### src/rtl/conv_scan_scheduler.sv
// Layer-level scan scheduler: walks output pixels of a square convolution,
// driving row_router_controller per pixel and handing each window to the PE array.
module conv_scan_scheduler #(
    parameter int ADDR_WIDTH = 8,
    parameter int CNT_WIDTH  = 16
) (
    input  logic                  i_clk,
    input  logic                  i_nrst,
    input  logic                  i_reg_clear,
    input  logic                  i_start,
    input  logic [ADDR_WIDTH-1:0] i_i_size,
    input  logic [ADDR_WIDTH-1:0] i_k_size,
    input  logic [ADDR_WIDTH-1:0] i_stride,
    output logic [ADDR_WIDTH-1:0] o_o_x,
    output logic [ADDR_WIDTH-1:0] o_o_y,
    output logic [ADDR_WIDTH-1:0] o_i_size,
    output logic                  o_rrc_en,
    output logic                  o_rrc_clear,
    input  logic                  i_rrc_done,
    output logic                  o_win_valid,
    input  logic                  i_pe_ready,
    output logic [CNT_WIDTH-1:0]  o_win_count,
    output logic                  o_busy,
    output logic                  o_done,
    output logic                  o_err
);

    // Window handshake: a window transfers on a rising clock edge where
    // o_win_valid and i_pe_ready are both 1; o_win_valid never drops before that.

    typedef enum logic [2:0] {
        S_IDLE = 3'd0,
        S_LOAD = 3'd1,
        S_RUN  = 3'd2,
        S_HOLD = 3'd3,
        S_ADV  = 3'd4,
        S_DONE = 3'd5
    } state_t;

    localparam int SW = ADDR_WIDTH + 2;

    state_t                state;
    state_t                state_nxt;
    logic [ADDR_WIDTH-1:0] ox_q;
    logic [ADDR_WIDTH-1:0] oy_q;
    logic [ADDR_WIDTH-1:0] size_q;
    logic [ADDR_WIDTH-1:0] k_q;
    logic [ADDR_WIDTH-1:0] stride_q;
    logic [ADDR_WIDTH-1:0] base_x;
    logic [ADDR_WIDTH-1:0] base_y;
    logic [CNT_WIDTH-1:0]  count_q;
    logic                  err_q;
    logic                  cfg_bad;
    logic                  col_fit;
    logic                  row_fit;
    logic [SW-1:0]         col_sum;
    logic [SW-1:0]         row_sum;

    assign cfg_bad = (i_k_size == '0) || (i_stride == '0) || (i_k_size > i_i_size);

    // Widened sums so base+stride+k can never wrap before the compare.
    assign col_sum = SW'(base_x) + SW'(stride_q) + SW'(k_q);
    assign row_sum = SW'(base_y) + SW'(stride_q) + SW'(k_q);
    assign col_fit = (col_sum <= SW'(size_q));
    assign row_fit = (row_sum <= SW'(size_q));

    always_ff @(posedge i_clk or negedge i_nrst) begin
        if (!i_nrst) begin
            state <= S_IDLE;
        end else if (i_reg_clear) begin
            state <= S_IDLE;
        end else begin
            state <= state_nxt;
        end
    end

    always_comb begin
        state_nxt = state;
        case (state)
            S_IDLE: if (i_start) state_nxt = S_LOAD;
            S_LOAD: state_nxt = cfg_bad ? S_DONE : S_RUN;
            S_RUN:  if (i_rrc_done) state_nxt = S_HOLD;
            S_HOLD: if (i_pe_ready) state_nxt = S_ADV;
            S_ADV:  state_nxt = (col_fit || row_fit) ? S_RUN : S_DONE;
            S_DONE: state_nxt = S_IDLE;
            default: state_nxt = S_IDLE;
        endcase
    end

    always_ff @(posedge i_clk or negedge i_nrst) begin
        if (!i_nrst) begin
            ox_q     <= '0;
            oy_q     <= '0;
            size_q   <= '0;
            k_q      <= '0;
            stride_q <= '0;
            base_x   <= '0;
            base_y   <= '0;
            count_q  <= '0;
            err_q    <= 1'b0;
        end else if (i_reg_clear) begin
            ox_q     <= '0;
            oy_q     <= '0;
            size_q   <= '0;
            k_q      <= '0;
            stride_q <= '0;
            base_x   <= '0;
            base_y   <= '0;
            count_q  <= '0;
            err_q    <= 1'b0;
        end else begin
            case (state)
                S_IDLE: if (i_start) err_q <= 1'b0;
                S_LOAD: begin
                    size_q   <= i_i_size;
                    k_q      <= i_k_size;
                    stride_q <= i_stride;
                    ox_q     <= '0;
                    oy_q     <= '0;
                    base_x   <= '0;
                    base_y   <= '0;
                    count_q  <= '0;
                    if (cfg_bad) err_q <= 1'b1;
                end
                S_HOLD: if (i_pe_ready) count_q <= count_q + CNT_WIDTH'(1);
                S_ADV: begin
                    if (col_fit) begin
                        ox_q   <= ox_q + ADDR_WIDTH'(1);
                        base_x <= base_x + stride_q;
                    end else if (row_fit) begin
                        ox_q   <= '0;
                        base_x <= '0;
                        oy_q   <= oy_q + ADDR_WIDTH'(1);
                        base_y <= base_y + stride_q;
                    end
                end
                default: ;
            endcase
        end
    end

    // Control outputs are pure decodes of the registered state.
    always_comb begin
        o_rrc_en    = 1'b0;
        o_rrc_clear = 1'b0;
        o_win_valid = 1'b0;
        o_busy      = 1'b1;
        o_done      = 1'b0;
        case (state)
            S_IDLE: o_busy = 1'b0;
            S_RUN:  o_rrc_en = 1'b1;
            S_HOLD: begin
                o_rrc_en    = 1'b1;
                o_win_valid = 1'b1;
            end
            S_ADV:  o_rrc_clear = 1'b1;
            S_DONE: o_done = 1'b1;
            default: ;
        endcase
    end

    assign o_o_x       = ox_q;
    assign o_o_y       = oy_q;
    assign o_i_size    = size_q;
    assign o_win_count = count_q;
    assign o_err       = err_q;

endmodule

### config.mk
export PLATFORM = sky130hd
export DESIGN_NAME = conv_scan_scheduler
export DESIGN_NICKNAME = d
export VERILOG_FILES = /design/src/rtl/conv_scan_scheduler.sv
export SDC_FILE = /design/constraint.sdc
export NUM_CORES = 1
export LEC_CHECK = 0
export ABC_AREA = 1
export BUFFER_PORTS_ARGS = -buffer_cell sky130_fd_sc_hd__buf_2
export CAP_MARGIN = 5
export CORE_MARGIN = 10
export CORE_UTILIZATION = 28
export DETAILED_ROUTE_END_ITERATION = 10
export GPL_TIMING_DRIVEN = 0
export SYNTH_ARGS = -nofsm -noshare
export SYNTH_HDL_FRONTEND = slang
export SYNTH_SLANG_ARGS = --single-unit
### constraint.sdc
create_clock -name i_clk -period 3.5 [get_ports i_clk]
set_clock_uncertainty 0.05 [all_clocks]
set_input_delay 0.35 -clock i_clk [delete_from_list [all_inputs] [get_ports i_clk]]
set_output_delay 0.35 -clock i_clk [all_outputs]
set_load 0.01 [all_outputs]
==> flow_summary.json, run 1 <==
{
  "multi_input_area_um2": 3770,
  "place_inst": 1107,
  "overflow": 0,
  "die_h_um": 166,
  "crit_fanout": 6,
  "startpoint": "stride_q[1]$_DFFE_PN0P_",
  "period_needed_ps": 3520,
  "grt_max_degree": 42,
  "synth_top_area_share_pct": 31.9,
  "io_pins": 76,
  "place_hpwl_mm": 13.0,
  "clk_pin_slew_ps": 70,
  "violations": "setup timing",
  "ys_top_cells_by_area": "dfrtp_1, ha_1, nand2_1, inv_1, fa_1",
  "synth-seq-area-share_pct": 31.9,
  "die_area_um2": 27500,
  "die_w_um": 166,
  "cts_buffers": 9,
  "grt_setup_unrepaired": "yes",
  "ys.warnings.count": 0,
  "num_vias": 5343,
  "cts-root-buf": "clkbuf_16",
  "p_per_area_nw_per_um2": 663,
  "drc": 0,
  "syn2layout_area_growth_pct": 27.1,
  "syn_inst": 756,
  "slew_headroom_pct": 65.2,
  "maxSlewViolCount": 0,
  "grt_pass1_wl_mm": 28.0,
  "gp_congestion": 0.862,
  "yosysTopAreaCell": "dfrtp_1",
  "critPathKind": "reg -> reg",
  "finalCritPeriodShare_pct": 101,
  "wl_per_cell_um": 14.8,
  "r2r-start": "stride_q[1]$_DFFE_PN0P_",
  "finalHoldWorstSlack_ps": 230,
  "hold_viol": 0,
  "clk_latency_ps": 350,
  "tritoncts": "yes",
  "min-delay-start": "i_i_size[0]",
  "htreeDepth": 3,
  "rows": 53,
  "cp.arrival_ps": 3710,
  "seq_area_um2": 1910,
  "end_kind": "flip-flop",
  "start_util_pct": 28.4,
  "first_global_vias": 5448,
  "postSynthAreaPerCell_um2": 7.88,
  "cp-start-kind": "flip-flop",
  "final_cell_mix": "nand2_1, inv_1, buf_2",
  "numPortBuffers": 75,
  "track_usage_pct": 12.3,
  "synth-seq-cells": 76,
  "final_layout_size_suffix_gt1_share_pct": 26.5,
  "final_common_cell": "nand2_1",
  "synth_nets": 861,
  "core_um2": 21000,
  "antenna_found_initial": 2,
  "fillers": 2231,
  "worst_pin_slew_ps": 522,
  "viasPerCell": 4.65,
  "netlist-cell-type-count": 45,
  "finalSetupViolations": 11,
  "cp_data_required_time_ps": 3690,
  "max_freq_ghz": 0.284,
  "layout.cells.non_filler": 1149,
  "max_cap_viol_count": 0,
  "status": "finished with violations",
  "min_path_type": "in -> reg",
  "setup_ws_ps": -19.0,
  "drt-pass1-iter-count": 4,
  "num-nets-final": 973,
  "cts_sinks": 76,
  "ant_nets": 0,
  "syn_area_um2": 5960,
  "ir_worst_vdd_uv": 387,
  "routed_wl_mm": 17.0,
  "clockBufferDepth": 2,
  "leakage_nw": 4.13,
  "drt_iter0_drc": 237
}
## synth_stat cells, drive strengths merged
master   number
xor2         13
and3          1
nand3b        3
nor3         18
a21oi        33
o21a          2
a21boi        1
nand2       190
o31ai         1
a21o          4
xnor2        14
nand3        75
fa           20
nor3b         3
ha           55
a31oi         6
o21ai        26
or2          11
inv         114
a2bb2oi       1
o21bai        3
nor2         40
a22o          2
o22ai        10
dfrtp        76
clkbuf        3
nand4        15
o211ai        1
a31o          1
buf          14
## final timing paths
check,end,slack (ps),cells past startpoint
hold reg to reg,o_err$_DFFE_PN0P_,430,2
min in group asynchronous,base_y[2]$_DFFE_PN0P_,460,2
setup / recovery,base_x[7]$_DFFE_PN0P_,-20,21
setup reg to reg,base_x[7]$_DFFE_PN0P_,-20,21
max in group asynchronous,stride_q[2]$_DFFE_PN0P_,2340,3
hold / removal,o_i_size[0]$_DFFE_PN0P_,230,2
## critical path, cell delays in order (launching register included)
cell	delay (ps)
dfrtp_2	430
inv_4	80
fa_1	400
inv_1	70
ha_2	180
inv_2	40
fa_2	400
inv_2	90
a31oi_4	100
xnor2_2	170
ha_4	310
nand2_4	50
nor2_4	120
buf_6	100
nand4_1	150
nand2_4	150
nand2_4	70
nand2_4	80
nand2_8	80
buf_8	160
nand3_2	50
nand2_1	50
## sequential cells by signal, indices dropped and copies added, names as in the netlist
signal       cells
state            3
o_err            1
o_o_x            8
stride_q         8
o_i_size         8
base_y           8
base_x           8
k_q              8
o_win_count     16
o_o_y            8
## through the flow
stage                     power, W  setup TNS (ps)  util, %  setup WS (ps)  instance area [um2]
final                      0.00502            -120     36.1          -19.0                 7570
after global routing       0.00542           -4800     36.1           -186                 7560
after CTS                  0.00472           -3.06     34.9          -3.06                 7320
after detailed placement   0.00318          -12090     32.0           -423                 6710
after global placement     0.00315          -10040     31.9           -365                 6680
after floorplan            0.00259               0        -            160                 5960
## kinds of logic (layout without fill, tap and decap cells)
family          count (synthesis)  after routing  share of synthesized area [%]
simple gates                  356            356                           28.0
buf+inv                       131            248                           9.12
compound gates                 91             91                           8.74
flops                          76             76                           31.9
fa+ha+maj                      75             75                           18.3
xor+xnor                       27             27                           3.97
other cells                     0              1                              0
## area by class of cell
type | count | share of cell area, %
clock inverter | 6 | 1.47
antenna | 1 | 0.0331
timing repair buffer | 101 | 8.53
sequential | 76 | 25.2
buffer | 17 | 1.62
tap | 275 | 4.55
clock buffer | 10 | 3.03
inverter | 114 | 5.75
multi-input combinational | 549 | 49.8
## layer usage
| layer | part of all wire, % | global-route usage (%) | vias to the layer above | wire (um) |
|---|---|---|---|---|
| met5 | 0.076 | 0 | - | 13 |
| met4 | 1.3 | 3.43 | 2 | 221 |
| met3 | 5.2 | 3.41 | 18 | 891 |
| met2 | 48 | 20.1 | 87 | 8130 |
| met1 | 46 | 15.5 | 2537 | 7750 |
| li1 | - | - | 2699 | - |
## what timing repair did
item,in CTS,in global routing
endpoints found under the hold margin,35,0
gates resized for setup,33,57
hold buffers,1,0
pin swaps,16,31
setup buffers,20,3
cloned,2,0
endpoints found under the setup margin,35,35
## where the power goes
part	leakage, nW	switching, W	internal, W
sequential	1.05	0.000156	0.000980
clock	0.163	0.000414	0.000699
combinational	2.92	0.00161	0.00116
total	4.13	0.00218	0.00283
Power figures use the tool's default switching activity.
==> inputs of run 2 (changes only) <==
ABC_AREA = unset   (was 1)
==> flow_summary.json, run 2 <==
{
  "critPathKind": "reg -> reg",
  "netlist-cell-type-count": 64,
  "routed_wl_mm": 15.8,
  "synth_commonest_cells": "nand2_1, dfrtp_1, a21oi_1, ha_1, inv_1",
  "violations": "setup timing",
  "overflow": 0,
  "yosysTopAreaCell": "dfrtp_1",
  "gp_congestion": 0.824,
  "clockBufferDepth": 2,
  "cp_data_required_time_ps": 3680,
  "critPathBufInv": 5,
  "die_area_um2": 26000,
  "holdPathStages": 3,
  "htreeDepth": 3,
  "ys.flop_type": "dfrtp_1",
  "die_h_um": 161,
  "path_cells": "inv_4 -> fa_1 -> inv_2 -> ha_4 -> inv_2 -> fa_2 -> nand2b_4 -> a21oi_4 -> a21o_1 -> a21oi_2 -> xnor2_1 -> ha_1 -> a2111oi_4 -> o221ai_2 -> a22oi_4 -> buf_6 -> a31oi_4 -> buf_6 -> o21ai_2 -> o31ai_2",
  "grt_setup_unrepaired": "yes",
  "r2r-start": "stride_q[1]$_DFFE_PN0P_",
  "largest_reg_flops": 16,
  "fillers": 2052,
  "cp-start-kind": "flip-flop",
  "core_um2": 19500,
  "synth_most_common_cell": "nand2_1",
  "wl_per_cell_um": 15.9,
  "final_util_pct": 36.6,
  "slowest_stage": "dfrtp_2",
  "place_inst": 946,
  "finalSetupViolations": 35,
  "worst_pin_slew_ps": 795,
  "die_w_um": 161,
  "ir_worst_vdd_uv": 354,
  "r2r_cells": 20,
  "antenna_found_initial": 0,
  "start_util_pct": 28.5,
  "numPortBuffers": 74,
  "max_cap_viol_count": 0,
  "postSynthAreaPerCell_um2": 9.20,
  "final_layout_size_suffix_gt1_share_pct": 25.8,
  "synth_edf_count": 0,
  "track_usage_pct": 12.2,
  "maxSlewViolCount": 0,
  "finalPower_w": 0.00485,
  "r2r_end": "o_o_y[6]$_DFFE_PN0P_",
  "finalHoldWorstSlack_ps": 189,
  "slew_headroom_pct": 46.6,
  "synth-seq-cells": 76,
  "reg2reg_setup_slack_ps": -710,
  "grt_max_degree": 45,
  "syn_inst": 606,
  "synth_nets": 711,
  "max_stage_delay_ps": 440,
  "cpLargestDelayFamily": "compound AO/OA/AOI/OAI gates",
  "min-delay-start": "i_stride[6]",
  "drc": 0,
  "io_pins": 76,
  "rows": 51,
  "cp.arrival_ps": 4390,
  "cts_buffers": 9,
  "clk_pin_slew_ps": 60,
  "synth-seq-area-share_pct": 34.1,
  "clk_latency_ps": 360,
  "p_sw_share_pct": 42.6,
  "tns_ps": -20660,
  "cts-root-buf": "clkbuf_16",
  "layout.cells.non_filler": 993,
  "hold_viol": 0,
  "syn2layout_area_growth_pct": 28.2,
  "first_global_vias": 4834,
  "n_antenna_cell": 0,
  "hold_path_end": "stride_q[6]$_DFFE_PN0P_",
  "syn_area_um2": 5570,
  "async_flop_share_pct": 100,
  "ys.warnings.count": 0,
  "p_per_area_nw_per_um2": 678,
  "multi_input_area_um2": 3660,
  "place_hpwl_mm": 12.0,
  "grt_pass1_wl_mm": 25.7,
  "power.share.sequential_pct": 22.5,
  "max_freq_ghz": 0.237,
  "tritoncts": "yes",
  "setup_ws_ps": -714,
  "p_int_w": 0.00278,
  "p_clk_share_pct": 20.4,
  "ant_nets": 0,
  "crit_fanout": 7,
  "viasPerCell": 4.88,
  "num-nets-final": 828,
  "finalCritPeriodShare_pct": 120,
  "num_vias": 4847,
  "synth_top_area_share_pct": 34.1,
  "drt-pass1-iter-count": 4,
  "end_kind": "flip-flop",
  "final_cell_mix": "buf_2, nand2_1, dfrtp_1",
  "leakage_nw": 3.52,
  "p_comb_share_pct": 57.1,
  "ys_top_cells_by_area": "dfrtp_1, ha_1, fa_1, nand2_1, a21oi_1",
  "drt_iter0_drc": 275,
  "min_path_type": "in -> reg",
  "period_needed_ps": 4210,
  "seq_area_um2": 1910,
  "status": "finished with violations",
  "cts_sinks": 76,
  "power.switching_w": 0.00207
}
## run 2: changes by cell type after synthesis, moves of 9 or more
cell and change:
and3_1 +10, nand2b_1 +11, nand3_1 -51, inv_1 -66, a21oi_1 +22, o22ai_1 -9
nor3_1 -14, nand2_1 -102, clkbuf_1 +11
## run 2: worst reg2reg max path: cells and delay by family (launching register included)
family | cells | cell delay [ps]
buffers and inverters | 5 | 560
DFF | 1 | 440
adders and majority gates | 4 | 1260
and+or+nand+nor | 1 | 150
xor gates and xnor gates | 1 | 140
AOI/OAI and AO/OA | 9 | 1490
## run 2: layer usage
metal | vias up | track usage (%) | wire length, um
li1 | 2391 | - | -
met1 | 2365 | 16.0 | 7540
met2 | 76 | 19.5 | 7450
met3 | 15 | 2.92 | 612
met4 | 0 | 3.72 | 222
met5 | - | 0 | 0
## run 2: logic make-up (layout without fill, tap and decap cells)
logic type / Yosys count / after routing / share of synthesized area, %
AO/OA/AOI/OAI: 156 / 156 / 18.1
XOR/XNOR: 31 / 31 / 4.87
adder cells (fa/ha/maj): 75 / 75 / 19.5
buffers and inverters: 63 / 185 / 4.65
flip-flops: 76 / 76 / 34.1
multiplexers: 2 / 2 / 0.449
AND/OR/NAND/NOR: 203 / 203 / 18.2
## run 2: cell type report
class	instances	share of cell area, %
clock inverters	7	1.12
inverters	42	2.24
plain buffers	21	1.70
well taps	265	4.64
clock buffers	9	3.15
flip-flops and latches	76	26.7
multi-input cells	467	51.2
repair buffers	106	9.24
## run 2: through the flow
stage / area (um2) / worst slack (ps)
global placement: 6350 / -996
CTS: 6970 / -673
global route: 7150 / -886
detailed placement: 6380 / -1010
floorplan: 5650 / -541
finish: 7150 / -714
## run 2: what timing repair did
action | 4_1_cts | 5_1_grt
gates cloned | 2 | 1
buffers inserted | 19 | 9
endpoints found under the hold margin | 32 | 0
hold buffers | 1 | 0
endpoints found under the setup margin | 35 | 35
pin swaps | 22 | 30
resized for setup | 27 | 30
## run 2: how the worst max path moves through the flow
stage | cells past startpoint | startpoint | to
5_1_grt | 20 | stride_q[1]$_DFFE_PN0P_ | base_y[7]$_DFFE_PN0P_
2_1_floorplan | 19 | stride_q[1]$_DFFE_PN0P_ | o_o_x[0]$_DFFE_PN0P_
6_report | 20 | stride_q[1]$_DFFE_PN0P_ | o_o_y[6]$_DFFE_PN0P_
4_1_cts | 20 | stride_q[1]$_DFFE_PN0P_ | o_o_y[6]$_DFFE_PN0P_
3_5_place_dp | 19 | stride_q[1]$_DFFE_PN0P_ | o_o_x[0]$_DFFE_PN0P_
3_3_place_gp | 19 | stride_q[1]$_DFFE_PN0P_ | o_o_x[0]$_DFFE_PN0P_
## run 2: power groups by stage
stage / clock (W) / combinational [W] / sequential [W]
2_1_floorplan: 0 / 0.00148 / 0.00108
3_3_place_gp: 0 / 0.00199 / 0.00111
3_5_place_dp: 0 / 0.00201 / 0.00111
4_1_cts: 0.00101 / 0.00250 / 0.00109
5_1_grt: 0.00105 / 0.00302 / 0.00111
6_report: 0.000989 / 0.00277 / 0.00109
